**config.mk**
```make
export PLATFORM = sky130hd
export DESIGN_NAME = jtpang_fmwr
export DESIGN_NICKNAME = d
export VERILOG_FILES = /design/src/rtl/jtpang_fmwr.sv
export SDC_FILE = /design/constraint.sdc
export NUM_CORES = 1
export LEC_CHECK = 0
export CAP_MARGIN = 20
export CORE_MARGIN = 2
export CORE_UTILIZATION = 40
export DETAILED_ROUTE_END_ITERATION = 10
export PLACE_DENSITY = 0.67
export SLEW_MARGIN = 20
export SYNTH_ARGS = -nofsm -noshare
export SYNTH_HDL_FRONTEND = slang
export SYNTH_SLANG_ARGS = --single-unit
```
**constraint.sdc**
```tcl
create_clock -name clk -period 5.1 [get_ports clk]
set_input_delay 1.02 -clock clk [delete_from_list [all_inputs] [get_ports clk]]
set_output_delay 1.02 -clock clk [all_outputs]
set_load 0.05 [all_outputs]
```
**src/rtl/jtpang_fmwr.sv**
```systemverilog
// Write-side scheduler for the YM2413 register port: buffers {a0,data} CPU writes
// in a FIFO and replays them on the fm_cs/wr_n bus with the chip's recovery gaps.
module jtpang_fmwr #(
  parameter int AW        = 4,
  parameter int ADDR_WAIT = 12,
  parameter int DATA_WAIT = 84
) (
  input  logic          clk,
  input  logic          rst_n,
  input  logic          cen,
  input  logic          in_we,
  input  logic          in_a0,
  input  logic [7:0]    in_din,
  output logic          in_full,
  output logic [AW:0]   level,
  output logic          ovf,
  output logic          busy,
  output logic          fm_cs,
  output logic          wr_n,
  output logic          a0,
  output logic [7:0]    dout
);
  localparam int DEPTH = 2**AW;
  localparam int MAXW  = (ADDR_WAIT > DATA_WAIT) ? ADDR_WAIT : DATA_WAIT;
  localparam int CW    = $clog2(MAXW + 1);
  localparam logic [AW:0] DEPTH_L = (AW+1)'(DEPTH);

  typedef enum logic [1:0] {ST_IDLE, ST_SETUP, ST_STROBE, ST_WAIT} state_t;

  logic [8:0]    fifo_mem [DEPTH];
  logic [AW-1:0] wr_ptr_q, wr_ptr_d, rd_ptr_q, rd_ptr_d;
  logic [AW:0]   level_q, level_d;
  logic          avail_q, avail_d;
  logic          ovf_q, ovf_d, full_q, full_d, busy_q, busy_d;
  state_t        state_q, state_d;
  logic [CW-1:0] cnt_q, cnt_d;
  logic          cs_q, cs_d, wr_n_q, wr_n_d, a0_q, a0_d;
  logic [7:0]    dout_q, dout_d;
  logic          push, pop;

  // Pops wait for avail_q, one cycle behind level, so a freshly written entry has settled
  assign pop  = (state_q == ST_IDLE) && avail_q;
  assign push = in_we && (level_q != DEPTH_L);

  always_comb begin
    wr_ptr_d = push ? wr_ptr_q + AW'(1) : wr_ptr_q;
    rd_ptr_d = pop  ? rd_ptr_q + AW'(1) : rd_ptr_q;
    level_d  = level_q;
    if (push && !pop)      level_d = level_q + (AW+1)'(1);
    else if (!push && pop) level_d = level_q - (AW+1)'(1);
    ovf_d   = ovf_q | (in_we & ~push);
    full_d  = (level_d == DEPTH_L);
    avail_d = (level_q != '0);
    busy_d  = (level_d != '0) || (state_d != ST_IDLE);
  end

  always_comb begin
    state_d = state_q;
    case (state_q)
      ST_IDLE:   if (avail_q) state_d = ST_SETUP;
      ST_SETUP:  state_d = ST_STROBE;
      ST_STROBE: if (cen) state_d = ST_WAIT;
      ST_WAIT:   if (cnt_q == '0) state_d = ST_IDLE;
      default:   state_d = ST_IDLE;
    endcase
  end

  always_comb begin
    cs_d   = cs_q;
    wr_n_d = wr_n_q;
    a0_d   = a0_q;
    dout_d = dout_q;
    cnt_d  = cnt_q;
    case (state_q)
      ST_IDLE: if (avail_q) begin
        a0_d   = fifo_mem[rd_ptr_q][8];
        dout_d = fifo_mem[rd_ptr_q][7:0];
        cs_d   = 1'b1;
      end
      ST_SETUP: wr_n_d = 1'b0;
      ST_STROBE: if (cen) begin
        wr_n_d = 1'b1;
        cs_d   = 1'b0;
        cnt_d  = a0_q ? CW'(DATA_WAIT) : CW'(ADDR_WAIT);
      end
      ST_WAIT: if (cen && cnt_q != '0) cnt_d = cnt_q - CW'(1);
      default: ;
    endcase
  end

  always_ff @(posedge clk) begin
    if (!rst_n) begin
      wr_ptr_q <= '0;
      rd_ptr_q <= '0;
      level_q  <= '0;
      avail_q  <= 1'b0;
      ovf_q    <= 1'b0;
      full_q   <= 1'b0;
      busy_q   <= 1'b0;
      state_q  <= ST_IDLE;
      cnt_q    <= '0;
      cs_q     <= 1'b0;
      wr_n_q   <= 1'b1;
      a0_q     <= 1'b0;
      dout_q   <= '0;
    end else begin
      wr_ptr_q <= wr_ptr_d;
      rd_ptr_q <= rd_ptr_d;
      level_q  <= level_d;
      avail_q  <= avail_d;
      ovf_q    <= ovf_d;
      full_q   <= full_d;
      busy_q   <= busy_d;
      state_q  <= state_d;
      cnt_q    <= cnt_d;
      cs_q     <= cs_d;
      wr_n_q   <= wr_n_d;
      a0_q     <= a0_d;
      dout_q   <= dout_d;
    end
  end

  always_ff @(posedge clk) begin
    if (push) fifo_mem[wr_ptr_q] <= {in_a0, in_din};
  end

  assign in_full = full_q;
  assign level   = level_q;
  assign ovf     = ovf_q;
  assign busy    = busy_q;
  assign fm_cs   = cs_q;
  assign wr_n    = wr_n_q;
  assign a0      = a0_q;
  assign dout    = dout_q;
endmodule

```
# Yosys cells after proc, flatten, opt, wreduce, memory -nomap -nowiden

Memories as Yosys holds them, arrays and structs flattened. A register that Yosys moved wholly into a read port is not among the register bits.
Index checks and enable logic that the tools add are counted.

RAM bits: 144
Memories kept: 1
Logic and storage cells: 67
Bits in registers: 28

Eq/ne operators: 8
Multiplexer cells: 17
Reductions and logical operators: 22
Add/subtract/negate cells: 5
Bitwise operators: 3

Memories:

| memory   | depth | bits a word | read ports | clocked after Yosys merged registers in | write ports | line | RTL |
|---|---|---|---|---|---|---|---|
| fifo_mem | 16    | 9           | 1          | 1                                       | 1           | 30   | `logic [8:0] fifo_mem [DEPTH];` |

Operator list:

| cell                                                 | number |
|---|---|
| two-way mux 7 bit                                    | 3 |
| one-hot mux 7 bit (2 select lines)                   | 1 |
| two-way mux 5 bit                                    | 2 |
| nonzero test 5 bit                                   | 2 |
| adder 4 x 1 -> 4 bit (second input constant)         | 2 |
| one-hot mux 2 bit (4 select lines)                   | 1 |
| nonzero test 2 bit                                   | 4 |
| logical NOT 7 bit                                    | 1 |
| nonzero test 7 bit                                   | 1 |
| subtractor 7 x 1 -> 7 bit (second input constant)    | 1 |
| two-way mux 2 bit                                    | 3 |
| != test 2 bit (second input constant)                | 3 |
| AND reduction 3 bit                                  | 2 |
| adder 5 x 1 -> 5 bit (second input constant)         | 1 |
| equality test 5 bit (second input constant)          | 1 |
| logical AND 1 bit                                    | 5 |
| two-way mux 1 bit                                    | 5 |
| != test 5 bit (second input constant)                | 1 |
| subtractor 5 x 1 -> 5 bit (second input constant)    | 1 |
| equality test 2 bit (second input constant)          | 2 |
| one-hot mux 1 bit (2 select lines)                   | 2 |
| AND reduction 2 bit                                  | 2 |
| logical NOT 1 bit                                    | 3 |
| equality test 2 x 1 -> 1 bit (second input constant) | 1 |
| other kinds (5)                                      | 5 |

# Depth between registers and ports, before layout

Gate-level depths: netlist of the first run.

Word-level depth: 8
Mapped depth: 8
Depth with buffers taken out: 7

# Least setup slack after synthesis of the first run

OpenSTA, ideal clock, no wires.

Path kind: reg2reg
From: register level_q[0] (netlist: level[0])
To: memory fifo_mem[3][0] (enable)
Clock period less this slack: 2.876 ns
Arrival: 2.489 ns
Required time: 4.713 ns
Path slack: 2.224 ns
Setup time: 0.387 ns
Stages on the path, launching flop included: 8
Cells stage by stage: dfxtp_1 > inv_1 > ha_1 > nand4bb_4 > and2_2 > clkbuf_1 > nand2_1 > nor3_1

Word-level cells in the longest chain between the ends: 4

Ends and longest elaborated chain:

| what                                    | line | RTL |
|---|---|---|
| start, declared                         | 32   | `logic [AW:0] level_q, level_d;` |
| start signal, assigned                  | 109  | `level_q <= level_d;` |
| != test 5 bit                           | 43   | `assign push = in_we && (level_q != DEPTH_L);` |
| logical AND 1 bit                       | 43   |  |
| two-way mux 1 bit                       | 124  | `if (push) fifo_mem[wr_ptr_q] <= {in_a0, in_din};` |
| two-way mux 1 bit (implied by the code) | 124  |  |
| end, declared                           | 30   |  |

No other way between the ends.

# Worst setup path in the final report of the first run

From: input port in_we
To: memory fifo_mem[9][3] (enable)

Word-level cells in the longest chain between the ends: 3

Ends and longest elaborated chain:

| what                                    | line | RTL |
|---|---|---|
| start, declared                         | 11   | `input logic in_we,` |
| logical AND 1 bit                       | 43   |  |
| two-way mux 1 bit                       | 124  |  |
| two-way mux 1 bit (implied by the code) | 124  |  |

No other way between the ends.

==> results of run 1 <==
## worst register-to-register path, cell delays in order, from the launching register on
cell and delay, ns:
dfxtp_1 0.46, inv_1 0.11, ha_1 0.29, nand4bb_4 0.18
and2_2 0.26, nand2_1 0.17, nor2_1 0.75
## sequential cells by signal, indices dropped and copies added, names as in the netlist, 2 cells and up
signal and flops:
cnt_q 7, dout 8, wr_ptr_q 4, level 5, state_q 2, fifo_mem 144, rd_ptr_q 4
## cell families (layout without fill, tap and decap cells)
group,after synthesis,count (layout)
flip-flops,181,181
AND/OR/NAND/NOR,114,114
AO/OA/AOI/OAI,59,59
multiplexers,36,36
buffers and inverters,34,75
XOR/XNOR,10,10
adder cells (fa/ha/maj),8,8
## path summary, 6_finish.rpt
check | endpoint | slack [ns] | cells past startpoint
worst min register to register | dout[4]$_SDFFE_PN0P_ | 0.47 | 2
worst max register to register | fifo_mem[9][3]$_DFFE_PP_ | 2.50 | 6
worst max-delay path | fifo_mem[9][3]$_DFFE_PP_ | 2.20 | 4
worst min-delay path | dout[4]$_SDFFE_PN0P_ | 0.47 | 2
## report_power, final
part           internal, W  switching (W)  total (W)
Combinational     0.000344       0.000485   0.000829
Clock             0.000913       0.000521    0.00143
Sequential         0.00169       0.000112    0.00180
Total              0.00295        0.00112    0.00406
## final cells by class
class                      instances  area [µm²]
fill                            1470        9450
clock inverter                    14       232.7
sequential                       181        5069
inverter                           9       33.78
tap                              229       286.5
multi-input combinational        227        2003
timing repair buffer              35       340.3
clock buffer                      17       425.4
## stage by stage
| step | area, µm² | setup slack, ns |
|---|---|---|
| floorplan | 7203 | 2.224 |
| global route | 8391 | 2.105 |
| detailed placement | 7720 | 1.538 |
| global placement | 7715 | 1.633 |
| CTS | 8378 | 1.984 |
| finish | 8391 | 2.200 |
## Yosys cell counts, types with 4 or more instances
library cell and n:
a21oi_1 13, nor2_1 37, buf_1 4, nor3_1 7
nand3_1 15, dfxtp_1 37, a22o_1 9, ha_1 8
o21ai_1 9, xor2_1 5, buf_2 6, and2_1 4
mux4_2 36, xnor2_1 5, clkbuf_1 12, nand4_1 6
o21ai_0 8, inv_1 9, edfxtp_1 144, a221oi_1 9
nand2b_1 5, nand2_1 21
## layer usage
| layer | track usage | vias up | share of wire |
|---|---|---|---|
| met4 | 0.04995 | 0 | 0.010 |
| met2 | 0.2431 | 133 | 0.49 |
| met3 | 0.04295 | 9 | 0.069 |
| li1 | - | 1786 | - |
| met5 | 0 | - | 0 |
| met1 | 0.2018 | 1979 | 0.43 |
==> flow_metrics.py, run 1 <==
metrics = {
    "run_status": {
        "status": "finished, final reports clean",
    },
    "place": {
        "dpl.hpwl_um": 9038,
        "numPortBuffers": 31,
        "gp_congestion": 0.8103,
        "dpl.cell_count": 681,
    },
    "synth": {
        "syn_nets": 463,
        "synth_top_area_cell": "edfxtp_1",
        "yosysTopAreaCellShare": 0.6003,
        "synthAdderAreaFrac": 0.01390,
        "ys_ff_latch": 181,
        "synth-simple-area-share": 0.08147,
        "synth_top_family_by_area": "multiplexers",
        "synth.distinct_cells": 47,
        "synth_edf_count": 144,
        "synthTopCellsByArea": "edfxtp_1 (60%), mux4_2 (11%), dfxtp_1 (10%)",
        "synthXorXnorAreaFrac": 0.01216,
        "synthMuxAreaShare": 0.1126,
        "yosysSeqAreaShare": 0.7031,
        "ys_warn_count": 0,
        "synth_flop_cell": "edfxtp_1",
        "synth_compound_area_frac": 0.05593,
        "synthCells": 442,
        "async_reset_ff_frac": 0,
        "postSynthAreaPerCell_um2": 16.30,
        "syn-cell-area_um2": 7203,
    },
    "timing": {
        "whs_ns": 0.4668,
        "finalClockSkew_ns": 0.008707,
        "worst_pin_slew_ns": 0.9282,
        "maxSlewViolCount": 0,
        "post-route-min-period_ns": 2.900,
        "slew_headroom": 0.3789,
        "hold_violations": 0,
        "setup_viol_count_final": 0,
        "min_period_over_period": 0.5687,
        "tns_ns": 0,
        "rsz0062_at_grt": "no",
        "fmax_mhz": 344.8,
    },
    "worst_hold_path": {
        "hp-start": "dout[4]$_SDFFE_PN0P_",
        "min_path_type": "flip-flop to flip-flop",
    },
    "worst_setup_path": {
        "cp_data_required_time_ns": 5.14,
        "r2r-start": "level[0]$_SDFF_PN0_",
        "path_class": "input pin to flip-flop",
        "cpMaxStageDelayCell": "nor2_1",
        "slowest_delay_ns": 0.75,
        "path_delay_family": "simple AND/OR/NAND/NOR gates",
        "cp.buffers_inverters": 1,
        "crit_fanout": 9,
        "arrival_ns": 2.94,
        "start_kind": "input pin",
        "cp_cell_sequence": "clkdlybuf4s50_1 -> and2_2 -> nand2_1 -> nor2_1",
        "cp-end-kind": "flip-flop",
        "cp-startpoint": "in_we",
    },
    "clock_tree": {
        "cts_resized": 0,
        "cts-htree-levels": 4,
        "cts_inserted_buffers": 17,
        "clk_latency_ns": 0.42,
        "ctsHoldBuffers": 0,
        "cts.clk_slew.worst_paths_ns": 0.06,
        "cts.sinks": 181,
        "clk_path_buf_depth": 2,
        "cts-root-buf": "clkbuf_16",
        "cts_tree": "built",
        "postCtsSetupBuffers": 0,
    },
    "route": {
        "via_per_inst": 5.487,
        "wire_per_inst_um": 19.42,
        "drtPass1Iterations": 4,
        "drt_iter0_markers": 353,
        "drtAntennaViolNets": 0,
        "route.vias.total": 3907,
        "drc": 0,
        "finalWirelength_um": 13830,
    },
    "cells_and_area": {
        "final_cell_mix": "edfxtp_1 (144), nor2_1 (37), mux4_2 (36), dfxtp_1 (36), clkdlybuf4s50_1 (31)",
        "final_cells": 712,
        "final_nets": 492,
        "syn2layout_area_growth_pct": 16.48,
        "drive_gt1_frac": 0.1636,
        "diodes": 0,
        "layout.cells.most_common": "edfxtp_1",
        "postLayoutCoreUtil": 0.4703,
    },
    "global_route": {
        "grt_max_degree": 40,
        "grt_pass1_vias": 3885,
        "overflow": 0,
        "grt_pass1_wl_um": 21870,
        "antenna_found_initial": 0,
        "grtUsageTotal": 0.1517,
    },
    "run": {
        "drv_cap": 0,
    },
    "die": {
        "die_area_um2": 19100,
        "start_util": 0.4037,
        "num_io_pins": 32,
        "rows": 49,
        "dieHeight_um": 138.2,
        "die_x_um": 138.2,
        "core_region_area_um2": 17840,
    },
    "pwr": {
        "p_total_w": 0.004065,
        "power_density_nw_per_um2": 484.5,
        "vdd_ir_drop_max_mv": 0.3482,
        "p_leak_nw": 2.655,
    },
}
Note: power is estimated with default switching activity, not from simulation.
==> run 2, diff against run 1 <==
==> constraint.sdc (replaced) <==
create_clock -name clk -period 2.8 [get_ports clk]
set_input_delay 0.56 -clock clk [delete_from_list [all_inputs] [get_ports clk]]
set_output_delay 0.56 -clock clk [all_outputs]
set_load 0.05 [all_outputs]
==> run 2 against run 1 <==
  * Clock power up 63%
  * Worst hold slack worse by 0.0096 ns
  * Sequential power grew 79%
  * Critical path type is now flip-flop to primary output
==> flow_metrics.py, run 2 (synthesized netlist as in run 1, its figures left out) <==
metrics = {
    "worst_setup_path": {
        "path_delay_family": "buffers and inverters",
        "cp_cell_sequence": "clkdlybuf4s50_1",
        "cp.buffers_inverters": 1,
        "r2r_setup_slack_ns": 0.47,
        "arrival_ns": 1.80,
        "path_class": "flip-flop to primary output",
        "slowest_delay_ns": 0.87,
        "cpMaxStageDelayCell": "clkdlybuf4s50_1",
        "cp-end-kind": "primary output",
        "crit_fanout": 10,
        "start_kind": "flip-flop",
        "cp_data_required_time_ns": 2.24,
    },
    "clock_tree": {
        "cts.sinks": 181,
        "cts.clk_slew.worst_paths_ns": 0.06,
        "cts_inserted_buffers": 17,
        "cts-root-buf": "clkbuf_16",
        "cts-htree-levels": 4,
        "ctsHoldBuffers": 0,
        "cts_resized": 0,
        "clk_latency_ns": 0.42,
        "clk_path_buf_depth": 2,
        "cts_tree": "built",
        "postCtsSetupBuffers": 0,
    },
    "cells_and_area": {
        "final_nets": 512,
        "drive_gt1_frac": 0.1928,
        "diodes": 0,
        "final_cell_mix": "edfxtp_1 (144), nor2_1 (37), mux4_2 (36), dfxtp_1 (36), clkdlybuf4s50_1 (31)",
        "largest-register": "fifo_mem",
        "layout.cells.most_common": "edfxtp_1",
        "largest_register_ffs": 144,
        "design_area_um2": 8469,
        "syn2layout_area_growth_pct": 17.58,
    },
    "global_route": {
        "antenna_found_initial": 0,
        "grt_pass1_wl_um": 22350,
        "grt_pass1_vias": 3952,
        "overflow": 0,
        "grt_max_degree": 29,
        "grtUsageTotal": 0.1548,
    },
    "place": {
        "place_area_um2": 7898,
        "dpl.hpwl_um": 9036,
        "numPortBuffers": 31,
        "gp_congestion": 0.8087,
    },
    "timing": {
        "rsz0062_at_grt": "no",
        "maxSlewViolCount": 0,
        "post-route-min-period_ns": 2.361,
        "setup_viol_count_final": 0,
        "tns_ns": 0,
        "slew_headroom": 0.4686,
        "worst_pin_slew_ns": 0.7954,
        "min_period_over_period": 0.8433,
        "fmax_mhz": 423.5,
        "finalClockSkew_ns": 0.008020,
        "hold_violations": 0,
    },
    "route": {
        "drtPass1Iterations": 5,
        "drc": 0,
        "finalWirelength_um": 14340,
        "wl_met3_um": 694,
        "wire_per_inst_um": 19.60,
        "via_per_inst": 5.463,
        "wl_met1_um": 6357,
        "drt_iter0_markers": 326,
        "wl_met2_um": 6986,
        "drtAntennaViolNets": 0,
        "highest_layer": "met4",
        "route.vias.total": 3999,
    },
    "die": {
        "rows": 49,
        "dieHeight_um": 138.2,
        "die_area_um2": 19100,
        "core_region_area_um2": 17840,
        "start_util": 0.4037,
        "num_io_pins": 32,
        "die_x_um": 138.2,
    },
    "pwr": {
        "power_density_nw_per_um2": 843.1,
        "p_total_w": 0.007141,
        "p_leak_nw": 2.741,
        "vdd_ir_drop_max_mv": 0.7227,
    },
    "run": {
        "drv_cap": 0,
    },
    "worst_hold_path": {
        "min_path_type": "flip-flop to flip-flop",
    },
    "run_status": {
        "status": "finished, final reports clean",
    },
}
## run 2: cell types whose count changed in the layout (fill, tap and decap cells not counted), sizes merged
cell      previous run  this run
buf                  4        24
clkinv               3         7
bufinv               6         3
clkbuf              17        20
clkinvlp             4         1
inv                 10         9
## run 2: final cells by class
class / instances / area, µm²
multi-input cells: 227 / 2008
clock inverters: 11 / 135.1
well taps: 229 / 286.5
flip-flops and latches: 181 / 5066
inverters: 9 / 33.78
clock buffers: 20 / 436.7
repair buffers: 55 / 503.0
fillers: 1504 / 9371
## run 2: power breakdown
group / switching (W) / internal, W
logic: 0.000937 / 0.000650
registers: 0.000147 / 0.00308
clock network: 0.000942 / 0.00139
total: 0.00203 / 0.00511
## run 2: path summary, 6_finish.rpt
check,to,start,cells after the start
max,level[2],level[2]$_SDFF_PN0_,1
max reg2reg,busy$_SDFF_PN0_,level[0]$_SDFF_PN0_,7
min,dout[1]$_SDFFE_PN0P_,dout[1]$_SDFFE_PN0P_,2
min reg2reg,dout[1]$_SDFFE_PN0P_,dout[1]$_SDFFE_PN0P_,2
## run 2: through the flow
step	util	worst slack, ns	hold slack [ns]	cells
after global placement	0.4427	0.3075	0.4493	701
after floorplan	-	0.1607	0.4750	442
after detailed placement	0.4427	0.1932	0.4533	701
after global routing	0.4747	0.3284	0.4803	732
final	0.4747	0.4387	0.4571	732
after CTS	0.4747	0.4292	0.4622	732
## run 2: metal layers
layer | global-route usage | vias up
li1 | - | 1824
met1 | 0.2095 | 2035
met2 | 0.2423 | 119
met3 | 0.03879 | 21
met4 | 0.06230 | 0
met5 | 0 | -
==> run 3, diff against run 2 <==
==> constraint.sdc (replaced) <==
create_clock -name clk -period 2.4 [get_ports clk]
set_input_delay 0.48 -clock clk [delete_from_list [all_inputs] [get_ports clk]]
set_output_delay 0.48 -clock clk [all_outputs]
set_load 0.05 [all_outputs]
==> run 3 against run 2 <==
  * Clock-buffer cell count decreased by 2
  * First-iteration DRC count decreased by 18%
  * Global-route usage about the same
  * Non-clock buffer count increased by 1
  * Combinational power increased by 19%
  * Critical path type unchanged
==> flow_metrics.py, run 3 (synthesized netlist as in run 1, its figures left out) <==
metrics = {
    "clock_tree": {
        "cts_resized": 0,
        "cts_tree": "built",
        "cts.clk_slew.worst_paths_ns": 0.06,
        "ctsHoldBuffers": 0,
        "clk_latency_ns": 0.42,
        "cts-htree-levels": 4,
        "clk_path_buf_depth": 2,
        "cts.sinks": 181,
        "cts_inserted_buffers": 17,
        "cts-root-buf": "clkbuf_16",
        "postCtsSetupBuffers": 0,
    },
    "route": {
        "via_per_inst": 5.422,
        "route.vias.total": 3980,
        "drtAntennaViolNets": 0,
        "drt_iter0_markers": 268,
        "finalWirelength_um": 14370,
        "drc": 0,
        "drtPass1Iterations": 4,
        "wire_per_inst_um": 19.58,
    },
    "run_status": {
        "status": "finished, final reports clean",
    },
    "timing": {
        "min_period_over_period": 0.9476,
        "setup_viol_count_final": 0,
        "finalClockSkew_ns": 0.007681,
        "hold_violations": 0,
        "slew_headroom": 0.4767,
        "rsz0062_at_grt": "no",
        "worst_pin_slew_ns": 0.7833,
        "fmax_mhz": 439.7,
        "whs_ns": 0.4584,
        "maxSlewViolCount": 0,
        "post-route-min-period_ns": 2.274,
    },
    "global_route": {
        "grt_pass1_vias": 3949,
        "grtUsageTotal": 0.1548,
        "overflow": 0,
        "grt_max_degree": 40,
        "antenna_found_initial": 0,
        "grt_pass1_wl_um": 22250,
    },
    "worst_setup_path": {
        "arrival_ns": 1.79,
        "cp_data_required_time_ns": 1.92,
        "start_kind": "flip-flop",
        "cp.buffers_inverters": 1,
        "cp_cell_sequence": "clkdlybuf4s50_1",
        "slowest_delay_ns": 0.87,
        "cp-end-kind": "primary output",
        "path_delay_family": "buffers and inverters",
        "path_class": "flip-flop to primary output",
        "crit_fanout": 10,
        "cpMaxStageDelayCell": "clkdlybuf4s50_1",
    },
    "cells_and_area": {
        "regArea_um2": 5069,
        "final_cell_mix": "edfxtp_1 (144), mux4_2 (36), nor2_1 (34), dfxtp_1 (34), clkdlybuf4s50_1 (31)",
        "syn2layout_area_growth_pct": 17.75,
        "layout.cells.most_common": "edfxtp_1",
        "final_nets": 513,
        "fillers": 1461,
        "drive_gt1_frac": 0.2079,
        "final_cells": 734,
        "largest_register_ffs": 144,
        "largest-register": "fifo_mem",
        "diodes": 0,
        "design_area_um2": 8482,
        "multiInputGateArea_um2": 2022,
    },
    "place": {
        "numPortBuffers": 31,
        "place_area_um2": 7946,
        "dpl.hpwl_um": 9045,
        "dpl.cell_count": 702,
        "gp_congestion": 0.8506,
    },
    "pwr": {
        "vdd_ir_drop_max_mv": 0.6907,
        "p_leak_nw": 2.702,
        "power_density_nw_per_um2": 962.1,
    },
    "die": {
        "rows": 49,
        "die_area_um2": 19100,
        "num_io_pins": 32,
        "core_region_area_um2": 17840,
        "start_util": 0.4037,
        "die_x_um": 138.2,
        "dieHeight_um": 138.2,
    },
    "worst_hold_path": {
        "min_path_type": "flip-flop to flip-flop",
    },
    "run": {
        "drv_cap": 0,
    },
}
run 3: cell types whose count changed in the layout (fill, tap and decap cells not counted), moves of 2 or more:
cell | before | now
clkinv_4 | 1 | 3
nor2_2 | 0 | 3
buf_12 | 1 | 3
clkinv_2 | 5 | 0
nor2_1 | 37 | 34
dfxtp_1 | 36 | 34
clkinvlp_4 | 1 | 7
bufinv_16 | 3 | 0
dfxtp_2 | 1 | 3
clkbuf_1 | 3 | 1
run 3: final cells by class:
type / count / area share
clock inverter: 14 / 0.01254
multi-input combinational: 227 / 0.2384
tap: 229 / 0.03378
sequential: 181 / 0.5976
clock buffer: 18 / 0.05060
inverter: 9 / 0.003983
timing repair buffer: 56 / 0.06314
run 3: through the flow:
stage	total power, W	utilization	setup TNS (ns)	setup WS (ns)
after floorplan	0.005160	-	0	0.02524
after global placement	0.005674	0.4454	0	0.001130
after detailed placement	0.005731	0.4454	-0.02732	-0.02732
after CTS	0.008241	0.4754	0	0.1078
after global routing	0.008514	0.4754	0	0.05217
final	0.008160	0.4754	0	0.1257
run 3: routing by layer:
layer / track usage / share of wire
met2: 0.2569 / 0.51
met1: 0.2035 / 0.44
met3: 0.03602 / 0.044
met5: 0 / 0
met4: 0.04995 / 0.012
run 3: where the power goes:
group	total, W	internal, W	switching (W)
clock network	0.00251	0.00133	0.00118
registers	0.00376	0.00359	0.000172
logic	0.00189	0.000774	0.00111
total	0.00816	0.00569	0.00247
run 3: worst paths after layout:
path,cells after the start,slack [ns],from,end
worst max-delay path,1,0.13,level[2]$_SDFF_PN0_,level[2]
worst min-delay path,2,0.46,dout[2]$_SDFFE_PN0P_,dout[2]$_SDFFE_PN0P_
worst max register to register,7,0.17,level[0]$_SDFF_PN0_,busy$_SDFF_PN0_
worst min register to register,2,0.46,dout[2]$_SDFFE_PN0P_,dout[2]$_SDFFE_PN0P_
